### config.mk
export PLATFORM = sky130hd
export DESIGN_NAME = mux2_rr_arbiter
export DESIGN_NICKNAME = d
export VERILOG_FILES = /design/src/rtl/mux2_rr_arbiter.sv
export SDC_FILE = /design/constraint.sdc
export NUM_CORES = 1
export LEC_CHECK = 0
export ABC_AREA = 1
export CAP_MARGIN = 15
export CORE_UTILIZATION = 35
export DETAILED_ROUTE_END_ITERATION = 10
export GPL_ROUTABILITY_DRIVEN = 1
export HOLD_SLACK_MARGIN = 0.06
export PLACE_DENSITY = 0.81
export SLEW_MARGIN = 40
export SYNTH_ARGS = -nofsm -noshare
export SYNTH_HDL_FRONTEND = slang
export SYNTH_SLANG_ARGS = --single-unit
### constraint.sdc
create_clock -name clk -period 2.2 [get_ports clk]
set_input_delay 0.55 -clock clk [delete_from_list [all_inputs] [get_ports clk]]
set_output_delay 0.55 -clock clk [all_outputs]
set_load 0.03 [all_outputs]
### src/rtl/mux2_rr_arbiter.sv
// mux2_rr_arbiter
//   Round-robin arbiter and sequencer in front of a 2:1 data mux. Two
//   producers share one downstream consumer. Grants are registered, the mux
//   select is registered, and each grant is limited to MAX_BURST transfers
//   while the other side is waiting, so neither requester can starve.
//
// Parameters
//   WIDTH      data width of each requester and of the output
//   MAX_BURST  transfers allowed per grant while the other side waits (>= 1)
//
// Ports
//   clk        clock, all state changes on the rising edge
//   rst        asynchronous, active-high reset
//   req0, d0   requester 0 valid flag and data
//   req1, d1   requester 1 valid flag and data
//   gnt0       requester 0 owns the output (registered)
//   gnt1       requester 1 owns the output (registered)
//   sel        mux select, 0 -> d0, 1 -> d1 (registered)
//   out_valid  output data valid (combinational)
//   out_data   selected data (combinational)
//   out_ready  consumer accepts data

module mux2_rr_arbiter #(
  parameter int WIDTH     = 8,
  parameter int MAX_BURST = 4
) (
  input  logic             clk,
  input  logic             rst,
  input  logic             req0,
  input  logic [WIDTH-1:0] d0,
  input  logic             req1,
  input  logic [WIDTH-1:0] d1,
  output logic             gnt0,
  output logic             gnt1,
  output logic             sel,
  output logic             out_valid,
  output logic [WIDTH-1:0] out_data,
  input  logic             out_ready
);

  localparam int CNT_W = $clog2(MAX_BURST + 1);
  localparam logic [CNT_W-1:0] BURST_LIMIT = CNT_W'(MAX_BURST);

  typedef enum logic [1:0] {
    IDLE = 2'd0,
    GNT0 = 2'd1,
    GNT1 = 2'd2
  } state_t;

  state_t           state_q, state_d;
  logic             last_q, last_d;
  logic [CNT_W-1:0] burst_cnt_q, burst_cnt_d;
  logic             gnt0_q, gnt0_d;
  logic             gnt1_q, gnt1_d;
  logic             sel_q, sel_d;

  logic             xfer;
  logic             burst_done;
  logic [CNT_W-1:0] burst_inc;

  // Output path is purely combinational from the registered grant/select
  // and the live request/data inputs.
  assign gnt0      = gnt0_q;
  assign gnt1      = gnt1_q;
  assign sel       = sel_q;
  assign out_valid = (gnt0_q & req0) | (gnt1_q & req1);
  assign out_data  = sel_q ? d1 : d0;

  assign xfer       = out_valid & out_ready;
  assign burst_inc  = burst_cnt_q + CNT_W'(1);
  // The transfer that brings the count to the limit ends the burst; the
  // counter therefore never holds a value above MAX_BURST.
  assign burst_done = xfer & (burst_inc == BURST_LIMIT);

  // Next-state logic. Every move into a grant state clears the burst count
  // and records the new owner in last, which breaks the next tie.
  always_comb begin
    state_d     = state_q;
    last_d      = last_q;
    burst_cnt_d = burst_cnt_q;

    case (state_q)
      IDLE: begin
        if (req0 && (!req1 || last_q)) begin
          state_d     = GNT0;
          last_d      = 1'b0;
          burst_cnt_d = '0;
        end else if (req1) begin
          state_d     = GNT1;
          last_d      = 1'b1;
          burst_cnt_d = '0;
        end
      end

      GNT0: begin
        if (!req0) begin
          burst_cnt_d = '0;
          if (req1) begin
            state_d = GNT1;
            last_d  = 1'b1;
          end else begin
            state_d = IDLE;
          end
        end else if (burst_done) begin
          // Hand over if the other side waits, otherwise start a fresh burst.
          burst_cnt_d = '0;
          if (req1) begin
            state_d = GNT1;
            last_d  = 1'b1;
          end
        end else if (xfer) begin
          burst_cnt_d = burst_inc;
        end
      end

      GNT1: begin
        if (!req1) begin
          burst_cnt_d = '0;
          if (req0) begin
            state_d = GNT0;
            last_d  = 1'b0;
          end else begin
            state_d = IDLE;
          end
        end else if (burst_done) begin
          burst_cnt_d = '0;
          if (req0) begin
            state_d = GNT0;
            last_d  = 1'b0;
          end
        end else if (xfer) begin
          burst_cnt_d = burst_inc;
        end
      end

      default: begin
        state_d     = IDLE;
        burst_cnt_d = '0;
      end
    endcase

    // Grants and select are registered copies decoded from the next state,
    // so they change together with the state register.
    gnt0_d = (state_d == GNT0);
    gnt1_d = (state_d == GNT1);
    sel_d  = (state_d == GNT1);
  end

  always_ff @(posedge clk or posedge rst) begin
    if (rst) begin
      state_q     <= IDLE;
      last_q      <= 1'b1;
      burst_cnt_q <= '0;
      gnt0_q      <= 1'b0;
      gnt1_q      <= 1'b0;
      sel_q       <= 1'b0;
    end else begin
      state_q     <= state_d;
      last_q      <= last_d;
      burst_cnt_q <= burst_cnt_d;
      gnt0_q      <= gnt0_d;
      gnt1_q      <= gnt1_d;
      sel_q       <= sel_d;
    end
  end

endmodule
Word-level counts from Yosys, hierarchy flattened --
Index checks and enable logic that the tools add are counted.
Word-level totals: input port bits 21, output and inout bits 12, register bits after elaboration 8, logic and storage cells 51
Cells by class: equal/unequal tests 8, muxes and demuxes 26, bitwise gates (word level) 5, $add $sub $neg 1, reductions and logical operators 6
Operator list (number):
- $mux W3 | 6
- $mux W2 | 8
- $ne A3 B3 Y1 const B | 3
- $pmux W3 S3 | 1
- $mux W1 | 8
- $mux W8 | 1
- $pmux W2 S3 | 1
- $and A1 B1 Y1 | 4
- $eq A2 B1 Y1 const B | 2
- $eq A2 B2 Y1 const B | 2
- $add A3 B1 Y3 const B | 1
- $eq A3 B3 Y1 const B | 1
- $pmux W1 S3 | 1
- $reduce_and A3 Y1 | 1
- $reduce_bool A3 Y1 | 1
- $logic_not A2 Y1 | 1
- $logic_and A1 B1 Y1 | 1
- $logic_not A1 Y1 | 1
- $logic_or A1 B1 Y1 | 1
- $or A1 B1 Y1 | 1

Longest topological paths before layout --
Gate-level depths: netlist (run 1).
depth after elaboration 8, gate-level depth with buffers 11, mapped depth without buffers 11

Worst setup path before layout (run 1) --
Ideal clock, no wire load.
path type reg-to-output, start register sel_q (netlist: sel), end output port out_data[0], required time 1.650 ns, cell stages (with the launch flop) 3, data arrival time 1.117 ns, setup slack 0.533 ns, path buffers 1, cells stage by stage dfrtp_1 buf_6 mux2_2
Between the ends: longest elaborated chain between the ends 1
Ends and longest elaborated chain:
- start: declaration | RTL line 55 | logic sel_q, sel_d;
- start signal: assignment | RTL line 163 | sel_q <= sel_d;
- $mux W8 | RTL line 67 | assign out_data = sel_q ? d1 : d0;
- end: declaration | RTL line 37 | output logic [WIDTH-1:0] out_data,
Every way passes these cells.

Worst setup path after layout (run 1) --
start input port req1, end output port out_valid
Between the ends: longest elaborated chain between the ends 2
Ends and longest elaborated chain:
- start: declaration | RTL line 31 | input logic req1,
- $and A1 B1 Y1 | RTL line 66 | assign out_valid = (gnt0_q & req0) | (gnt1_q & req1);
- $or A1 B1 Y1 | RTL line 66
- end: declaration | RTL line 36 | output logic out_valid,
Every way passes these cells.

==> metrics.txt, run 1 <==
# TYPE chip_impl_metric gauge
chip_impl_metric{name="final_layout_size_suffix_gt1_share",unit="%"} 20.8
chip_impl_metric{name="synthesis.yosys.warnings",unit=""} 0
chip_impl_metric{name="report.final.slew_viol_count",unit=""} 0
chip_impl_metric{name="hold_slack",unit="ps"} 534
chip_impl_metric{name="detailedRoute.firstPassIterationCount",unit=""} 7
chip_impl_info{name="post-synth-top-area-cell",value="sky130_fd_sc_hd__dfrtp_1"} 1
chip_impl_metric{name="yosys_register_bits",unit=""} 8
chip_impl_metric{name="syn-num-nets",unit=""} 122
chip_impl_metric{name="cts_made_buffers",unit=""} 3
chip_impl_info{name="synth_most_common_cell",value="sky130_fd_sc_hd__inv_1"} 1
chip_impl_info{name="min_path_type",value="primary input to async pin"} 1
chip_impl_metric{name="grt-ovfl-total",unit=""} 0
chip_impl_info{name="rr_startpoint",value="state_q[0]"} 1
chip_impl_info{name="status",value="completed"} 1
chip_impl_info{name="clock_tree.root_cell",value="sky130_fd_sc_hd__clkbuf_4"} 1
chip_impl_metric{name="peakVddDrop",unit="V"} 0.000621
chip_impl_metric{name="cap_violations",unit=""} 0
chip_impl_info{name="ys_top_cells_by_area",value="sky130_fd_sc_hd__dfrtp_1 25%, sky130_fd_sc_hd__mux2_2 13%, sky130_fd_sc_hd__ha_1 11%"} 1
chip_impl_metric{name="globalRouteTotalUtil",unit="%"} 14.9
chip_impl_info{name="worst_r2r_end",value="burst_cnt_q[2]"} 1
chip_impl_metric{name="route.vias.total",unit=""} 718
chip_impl_metric{name="cellLeakagePower",unit="uW"} 0.000518
chip_impl_metric{name="cp_data_arrival_time",unit="ps"} 1540
chip_impl_metric{name="r2r_setup_slack",unit="ps"} 500
chip_impl_metric{name="synth-edff-count",unit=""} 0
chip_impl_metric{name="route.antenna.remaining_nets",unit=""} 0
chip_impl_metric{name="max_freq",unit="MHz"} 478
chip_impl_metric{name="routabilityCongestion",unit=""} 0.825
chip_impl_metric{name="hold_violations",unit=""} 0
chip_impl_metric{name="nFillCells",unit=""} 158
chip_impl_metric{name="hold_buffers",unit=""} 0
chip_impl_metric{name="ff2ff_path_depth",unit=""} 8
chip_impl_metric{name="cts.sinks",unit=""} 8
chip_impl_metric{name="synth_cell_types",unit=""} 21
chip_impl_metric{name="postCtsSetupBuffers",unit=""} 0
chip_impl_metric{name="clk_latency_worst_skew_pair",unit="ps"} 250
chip_impl_metric{name="post_synth.cell_area_avg",unit="um2"} 7.52
chip_impl_metric{name="antenna-diode-count",unit=""} 0
chip_impl_metric{name="wire_per_inst",unit="um"} 11.4
chip_impl_metric{name="postCtsResizedCells",unit=""} 0
chip_impl_metric{name="period_needed",unit="ps"} 2090
chip_impl_info{name="tritoncts_clock_tree",value="yes"} 1
chip_impl_metric{name="die_width",unit="um"} 47.2
chip_impl_metric{name="tightest_slew_margin_relative_to_the_limit",unit="%"} 79.1
chip_impl_info{name="grt_setup_unrepaired",value="no"} 1
chip_impl_metric{name="grt_antenna_before_repair",unit=""} 0
chip_impl_metric{name="core_region_area",unit="um2"} 1820
chip_impl_metric{name="tightestPinTransition",unit="ps"} 313
chip_impl_metric{name="dieArea",unit="um2"} 2230
chip_impl_metric{name="post_synth_instance_area",unit="um2"} 714
chip_impl_metric{name="flow.area_growth_from_synthesis",unit="%"} 47.3
chip_impl_metric{name="drt_first_iter_violations",unit=""} 14
chip_impl_metric{name="netlist.area_leader.share",unit="%"} 24.5
chip_impl_metric{name="async_flop_share",unit="%"} 100
chip_impl_metric{name="routed_wire_length",unit="um"} 1770
chip_impl_metric{name="worstPathRequired",unit="ps"} 1650
chip_impl_metric{name="dp_hpwl",unit="um"} 1480
chip_impl_metric{name="tns",unit="ps"} 0
chip_impl_info{name="critical_path.endpoint_type",value="output port"} 1
chip_impl_metric{name="detail_route.drc_violations",unit=""} 0
chip_impl_metric{name="power.density",unit="nW/um2"} 941
chip_impl_metric{name="setup-violations-final",unit=""} 0
chip_impl_metric{name="via_per_inst",unit=""} 4.63
chip_impl_metric{name="fin_crit_sh",unit="%"} 95.0
chip_impl_metric{name="clk_pin_slew_worst_paths",unit="ps"} 50
chip_impl_info{name="critical_path_class",value="primary input to output port"} 1
chip_impl_metric{name="io_buffer_count",unit=""} 32
chip_impl_metric{name="critical_path_peak_fanout",unit=""} 8
chip_impl_metric{name="finClkSkew",unit="ps"} 8.46
chip_impl_info{name="ys_flop_type",value="sky130_fd_sc_hd__dfrtp_1"} 1
chip_impl_metric{name="vias_in_the_first_global_route",unit=""} 613
chip_impl_metric{name="synthesis.instances",unit=""} 95
chip_impl_metric{name="io_pins",unit=""} 33
chip_impl_info{name="synth.top_cells.by_count",value="17 x sky130_fd_sc_hd__inv_1, 16 x sky130_fd_sc_hd__nand2_1, 14 x sky130_fd_sc_hd__nor2_1"} 1
chip_impl_metric{name="grt_first_pass_wirelength",unit="um"} 2330
chip_impl_metric{name="design.final.nets",unit=""} 158
chip_impl_metric{name="grt_start_max_net_pins",unit=""} 9
chip_impl_metric{name="synth.yosys.seq_area_share",unit="%"} 28.2
chip_impl_metric{name="placementRows",unit=""} 15
chip_impl_metric{name="htree_levels",unit=""} 1
chip_impl_metric{name="cts_max_path_buffers",unit=""} 2
chip_impl_metric{name="die-height",unit="um"} 47.2
chip_impl_info{name="start_kind",value="primary input"} 1
chip_impl_metric{name="floorplan.initialDensity",unit="%"} 39.2
==> per-layer routing <==
layer  track usage [%]  share of wire, %
met4              5.14                 0
met1              16.5                42
met2              28.6                48
met3              2.31                10
met5                 0                 0
==> stage by stage <==
step                      utilization, %  cell area (um2)  worst slack (ps)  cells  total power, uW
final                               57.8             1050               109    155              990
after global routing                57.8             1050              52.0    155             1060
after CTS                           57.8             1050               117    155              990
after detailed placement            56.4             1030              31.8    151              872
after global placement              56.4             1030              93.4    151              854
after floorplan                        -              714               533     95              682
==> kinds of logic after synthesis <==
group / count (synthesis) / synth area share [%]
multiplexers: 8 / 12.6
XOR/XNOR: 1 / 1.23
AND/OR/NAND/NOR: 37 / 22.8
flip-flops: 8 / 28.2
adder cells (fa/ha/maj): 6 / 10.5
AO/OA/AOI/OAI: 15 / 11.2
buffers and inverters: 20 / 13.5
==> final cells by class <==
| class | instances | area, um2 | area share, % |
|---|---|---|---|
| Clock buffer | 4 | 26.3 | 2.50 |
| Timing Repair Buffer | 34 | 313 | 29.7 |
| Tap cell | 25 | 31.3 | 2.97 |
| Inverter | 17 | 63.8 | 6.06 |
| Multi-Input combinational cell | 67 | 417 | 39.6 |
| Sequential cell | 8 | 201 | 19.1 |
==> worst max-delay path, cell delays in order <==
cell,delay (ps)
sky130_fd_sc_hd__clkdlybuf4s50_1,620
sky130_fd_sc_hd__nand2_2,80
sky130_fd_sc_hd__nand2_2,120
sky130_fd_sc_hd__buf_4,170
==> worst max path at each step <==
stage,start,to,slack [ps],cells after the start
after floorplan,sel,out_data[0],530,2
after global placement,req1,burst_cnt_q[2],90,7
after detailed placement,req1,burst_cnt_q[2],30,7
after CTS,req1,out_valid,120,4
after global routing,req1,out_valid,50,4
final,req1,out_valid,110,4
==> state kept, by name (all words and copies together) (netlist names) <==
name         count
burst_cnt_q      3
gnt0             1
last_q           1
sel              1
state_q          2
==> power breakdown <==
| part | internal (uW) | switching, uW | leakage, uW |
|---|---|---|---|
| logic | 262 | 373 | 0.000399 |
| registers | 199 | 43.2 | 0.000104 |
| clock network | 68.9 | 43.5 | 0.0000150 |
==> cell usage in the layout, fill, tap and decap left out <==
cell type                         instances
sky130_fd_sc_hd__a211oi_1                 1
sky130_fd_sc_hd__a21oi_1                  6
sky130_fd_sc_hd__a31oi_1                  1
sky130_fd_sc_hd__buf_4                   11
sky130_fd_sc_hd__clkbuf_1                 1
sky130_fd_sc_hd__clkbuf_4                 3
sky130_fd_sc_hd__clkdlybuf4s50_1         23
sky130_fd_sc_hd__dfrtp_1                  7
sky130_fd_sc_hd__dfstp_2                  1
sky130_fd_sc_hd__ha_1                     6
sky130_fd_sc_hd__inv_1                   17
sky130_fd_sc_hd__mux2_2                   8
sky130_fd_sc_hd__nand2_1                 16
sky130_fd_sc_hd__nand2_2                  2
sky130_fd_sc_hd__nand2_4                  1
sky130_fd_sc_hd__nand3_1                  1
sky130_fd_sc_hd__nor2_1                  14
sky130_fd_sc_hd__nor2_4                   1
sky130_fd_sc_hd__nor3_1                   2
sky130_fd_sc_hd__o21ai_0                  6
sky130_fd_sc_hd__o22ai_1                  1
sky130_fd_sc_hd__xor2_1                   1
(Power assumes the default switching activity.)
==> run 2, diff against run 1 <==
Settings changed: CORE_UTILIZATION 35 to 43, HOLD_SLACK_MARGIN 0.06 to default, PLACE_DENSITY 0.81 to 0.94.
==> metrics.txt, run 2 (same netlist as run 1, synthesis figures left out) <==
# TYPE chip_impl_metric gauge
chip_impl_metric{name="io_buffer_count",unit=""} 32
chip_impl_metric{name="detail_route.drc_violations",unit=""} 0
chip_impl_metric{name="dieArea",unit="um2"} 1830
chip_impl_metric{name="dp_hpwl",unit="um"} 1490
chip_impl_metric{name="finClkSkew",unit="ps"} 3.02
chip_impl_metric{name="critPathMaxStageDelay",unit="ps"} 510
chip_impl_metric{name="ff2ff_path_depth",unit=""} 8
chip_impl_metric{name="r2r_setup_slack",unit="ps"} 590
chip_impl_metric{name="fin_crit_sh",unit="%"} 88.7
chip_impl_info{name="critical_path_class",value="primary input to output port"} 1
chip_impl_metric{name="cp_data_arrival_time",unit="ps"} 1400
chip_impl_info{name="registers_with_the_most_flip_flops",value="burst_cnt_q: 3 flops, state_q: 2 flops"} 1
chip_impl_metric{name="die-height",unit="um"} 42.8
chip_impl_metric{name="wire_per_inst",unit="um"} 11.9
chip_impl_metric{name="postCtsResizedCells",unit=""} 0
chip_impl_info{name="cp_cell_sequence",value="clkdlybuf4s50_1 > nand2_2 > nand2_2 > buf_4"} 1
chip_impl_metric{name="detailedRoute.firstPassIterationCount",unit=""} 4
chip_impl_info{name="final_common_cell",value="sky130_fd_sc_hd__clkdlybuf4s50_1"} 1
chip_impl_metric{name="route.vias.total",unit=""} 753
chip_impl_metric{name="clk_latency_worst_skew_pair",unit="ps"} 250
chip_impl_metric{name="power_frac_clock",unit="%"} 11.4
chip_impl_metric{name="cts_max_path_buffers",unit=""} 2
chip_impl_metric{name="tns",unit="ps"} 0
chip_impl_metric{name="routed_wire_length",unit="um"} 1740
chip_impl_metric{name="power.density",unit="nW/um2"} 948
chip_impl_info{name="clock_tree.root_cell",value="sky130_fd_sc_hd__clkbuf_4"} 1
chip_impl_info{name="worst_r2r_end",value="burst_cnt_q[2]"} 1
chip_impl_metric{name="placementRows",unit=""} 14
chip_impl_metric{name="io_pins",unit=""} 33
chip_impl_metric{name="final_design_area_no_fill",unit="um2"} 1050
chip_impl_metric{name="route.antenna.remaining_nets",unit=""} 0
chip_impl_metric{name="swShare",unit="%"} 46.4
chip_impl_info{name="rr_startpoint",value="state_q[0]"} 1
chip_impl_metric{name="flip_flop_count_of_the_largest_register_after_layout",unit=""} 3
chip_impl_metric{name="worstPathRequired",unit="ps"} 1650
chip_impl_metric{name="routabilityCongestion",unit=""} 0.950
chip_impl_info{name="layout.cells.most_common_list",value="23 x sky130_fd_sc_hd__clkdlybuf4s50_1, 17 x sky130_fd_sc_hd__inv_1, 16 x sky130_fd_sc_hd__nand2_1"} 1
chip_impl_metric{name="cts_made_buffers",unit=""} 3
chip_impl_metric{name="grt_first_pass_wirelength",unit="um"} 2910
chip_impl_metric{name="drt_first_iter_violations",unit=""} 22
chip_impl_metric{name="peakVddDrop",unit="V"} 0.000689
chip_impl_metric{name="post-route-util",unit="%"} 68.8
chip_impl_metric{name="critical_path_peak_fanout",unit=""} 3
chip_impl_metric{name="flow.area_growth_from_synthesis",unit="%"} 46.8
chip_impl_info{name="cp_slowest_cell",value="sky130_fd_sc_hd__clkdlybuf4s50_1"} 1
chip_impl_metric{name="vias_in_the_first_global_route",unit=""} 757
chip_impl_metric{name="report.final.slew_viol_count",unit=""} 0
chip_impl_info{name="min_path_type",value="primary input to async pin"} 1
chip_impl_metric{name="setup-violations-final",unit=""} 0
chip_impl_metric{name="final_layout_size_suffix_gt1_share",unit="%"} 21.4
chip_impl_metric{name="design.final.nets",unit=""} 159
chip_impl_info{name="critical_path.endpoint_type",value="output port"} 1
chip_impl_metric{name="cellLeakagePower",unit="uW"} 0.000522
chip_impl_metric{name="grt_start_max_net_pins",unit=""} 9
chip_impl_metric{name="postPlaceCellArea",unit="um2"} 1020
chip_impl_info{name="start_kind",value="primary input"} 1
chip_impl_metric{name="antenna-diode-count",unit=""} 0
chip_impl_metric{name="htree_levels",unit=""} 1
chip_impl_metric{name="hold_violations",unit=""} 0
chip_impl_metric{name="globalRouteTotalUtil",unit="%"} 20.7
chip_impl_metric{name="grt_antenna_before_repair",unit=""} 0
chip_impl_metric{name="comb_power_share",unit="%"} 64.2
chip_impl_info{name="tritoncts_clock_tree",value="yes"} 1
chip_impl_metric{name="floorplan.initialDensity",unit="%"} 46.9
chip_impl_metric{name="hold_buffers",unit=""} 0
chip_impl_metric{name="max_freq",unit="MHz"} 512
chip_impl_metric{name="p_sw",unit="uW"} 461
chip_impl_metric{name="period_needed",unit="ps"} 1950
chip_impl_info{name="largest-register",value="burst_cnt_q"} 1
chip_impl_info{name="status",value="completed"} 1
chip_impl_metric{name="cts.sinks",unit=""} 8
chip_impl_metric{name="power.sequential.fraction",unit="%"} 24.4
chip_impl_metric{name="via_per_inst",unit=""} 5.12
chip_impl_metric{name="clk_pin_slew_worst_paths",unit="ps"} 50
chip_impl_info{name="grt_setup_unrepaired",value="no"} 1
chip_impl_metric{name="cap_violations",unit=""} 0
chip_impl_metric{name="tightestPinTransition",unit="ps"} 310
chip_impl_metric{name="die_width",unit="um"} 42.8
chip_impl_metric{name="tightest_slew_margin_relative_to_the_limit",unit="%"} 79.3
chip_impl_metric{name="grt-ovfl-total",unit=""} 0
chip_impl_metric{name="p_int",unit="uW"} 532
chip_impl_metric{name="core_region_area",unit="um2"} 1520
chip_impl_info{name="critical-path-top-cell-by-count",value="sky130_fd_sc_hd__nand2_2"} 1
chip_impl_metric{name="postCtsSetupBuffers",unit=""} 0
==> run 2: cell count changes in the layout (fill, tap and decap cells not counted), sizes merged <==
| cell | delta |
|---|---|
| buf | +1 |
==> run 2: cell type report <==
class	instances	area (um2)
inverters	17	63.8
repair buffers	35	320
fillers	123	475
clock buffers	4	26.3
flip-flops and latches	8	201
well taps	16	20.0
multi-input cells	67	417
==> run 2: metrics by stage <==
step                      worst slack [ps]  hold slack [ps]  instances  total power [uW]
after floorplan                        533              365         95               682
after global placement                 226              535        143               856
after detailed placement               195              536        143               874
after CTS                              245              534        147               994
after global routing                   179              565        147              1070
final                                  248              536        147               993
==> run 2: metal layers <==
layer	vias up	global-route usage [%]	part of all wire (%)
met5	-	0	0
met4	0	7.50	0.69
met3	4	5.96	12
met2	48	40.3	51
met1	330	20.1	36
li1	371	-	-
==> run 2: worst max path at each step <==
stage	from	to
after floorplan	sel	out_data[0]
after global placement	req1	gnt0
after detailed placement	req1	gnt0
after CTS	req1	out_valid
after global routing	req1	out_valid
final	req1	out_valid
==> run 2: critical path, delay by kind of cell <==
family        cells  cell delay (ps)
buf+inv           2              680
simple gates      2              170
==> run 2: power groups by stage <==
stage                     logic [uW]  registers, uW  clock network, uW
after global routing             701            246                127
after global placement           612            244                  0
after detailed placement         631            244                  0
final                            638            243                113
after CTS                        633            241                120
after floorplan                  427            256                  0
==> run 3, diff against run 2 <==
Settings changed: CAP_MARGIN 15 to default.
==> results of run 3 <==
Same layout as run 2: the final DEF is identical, and so are final timing and power.
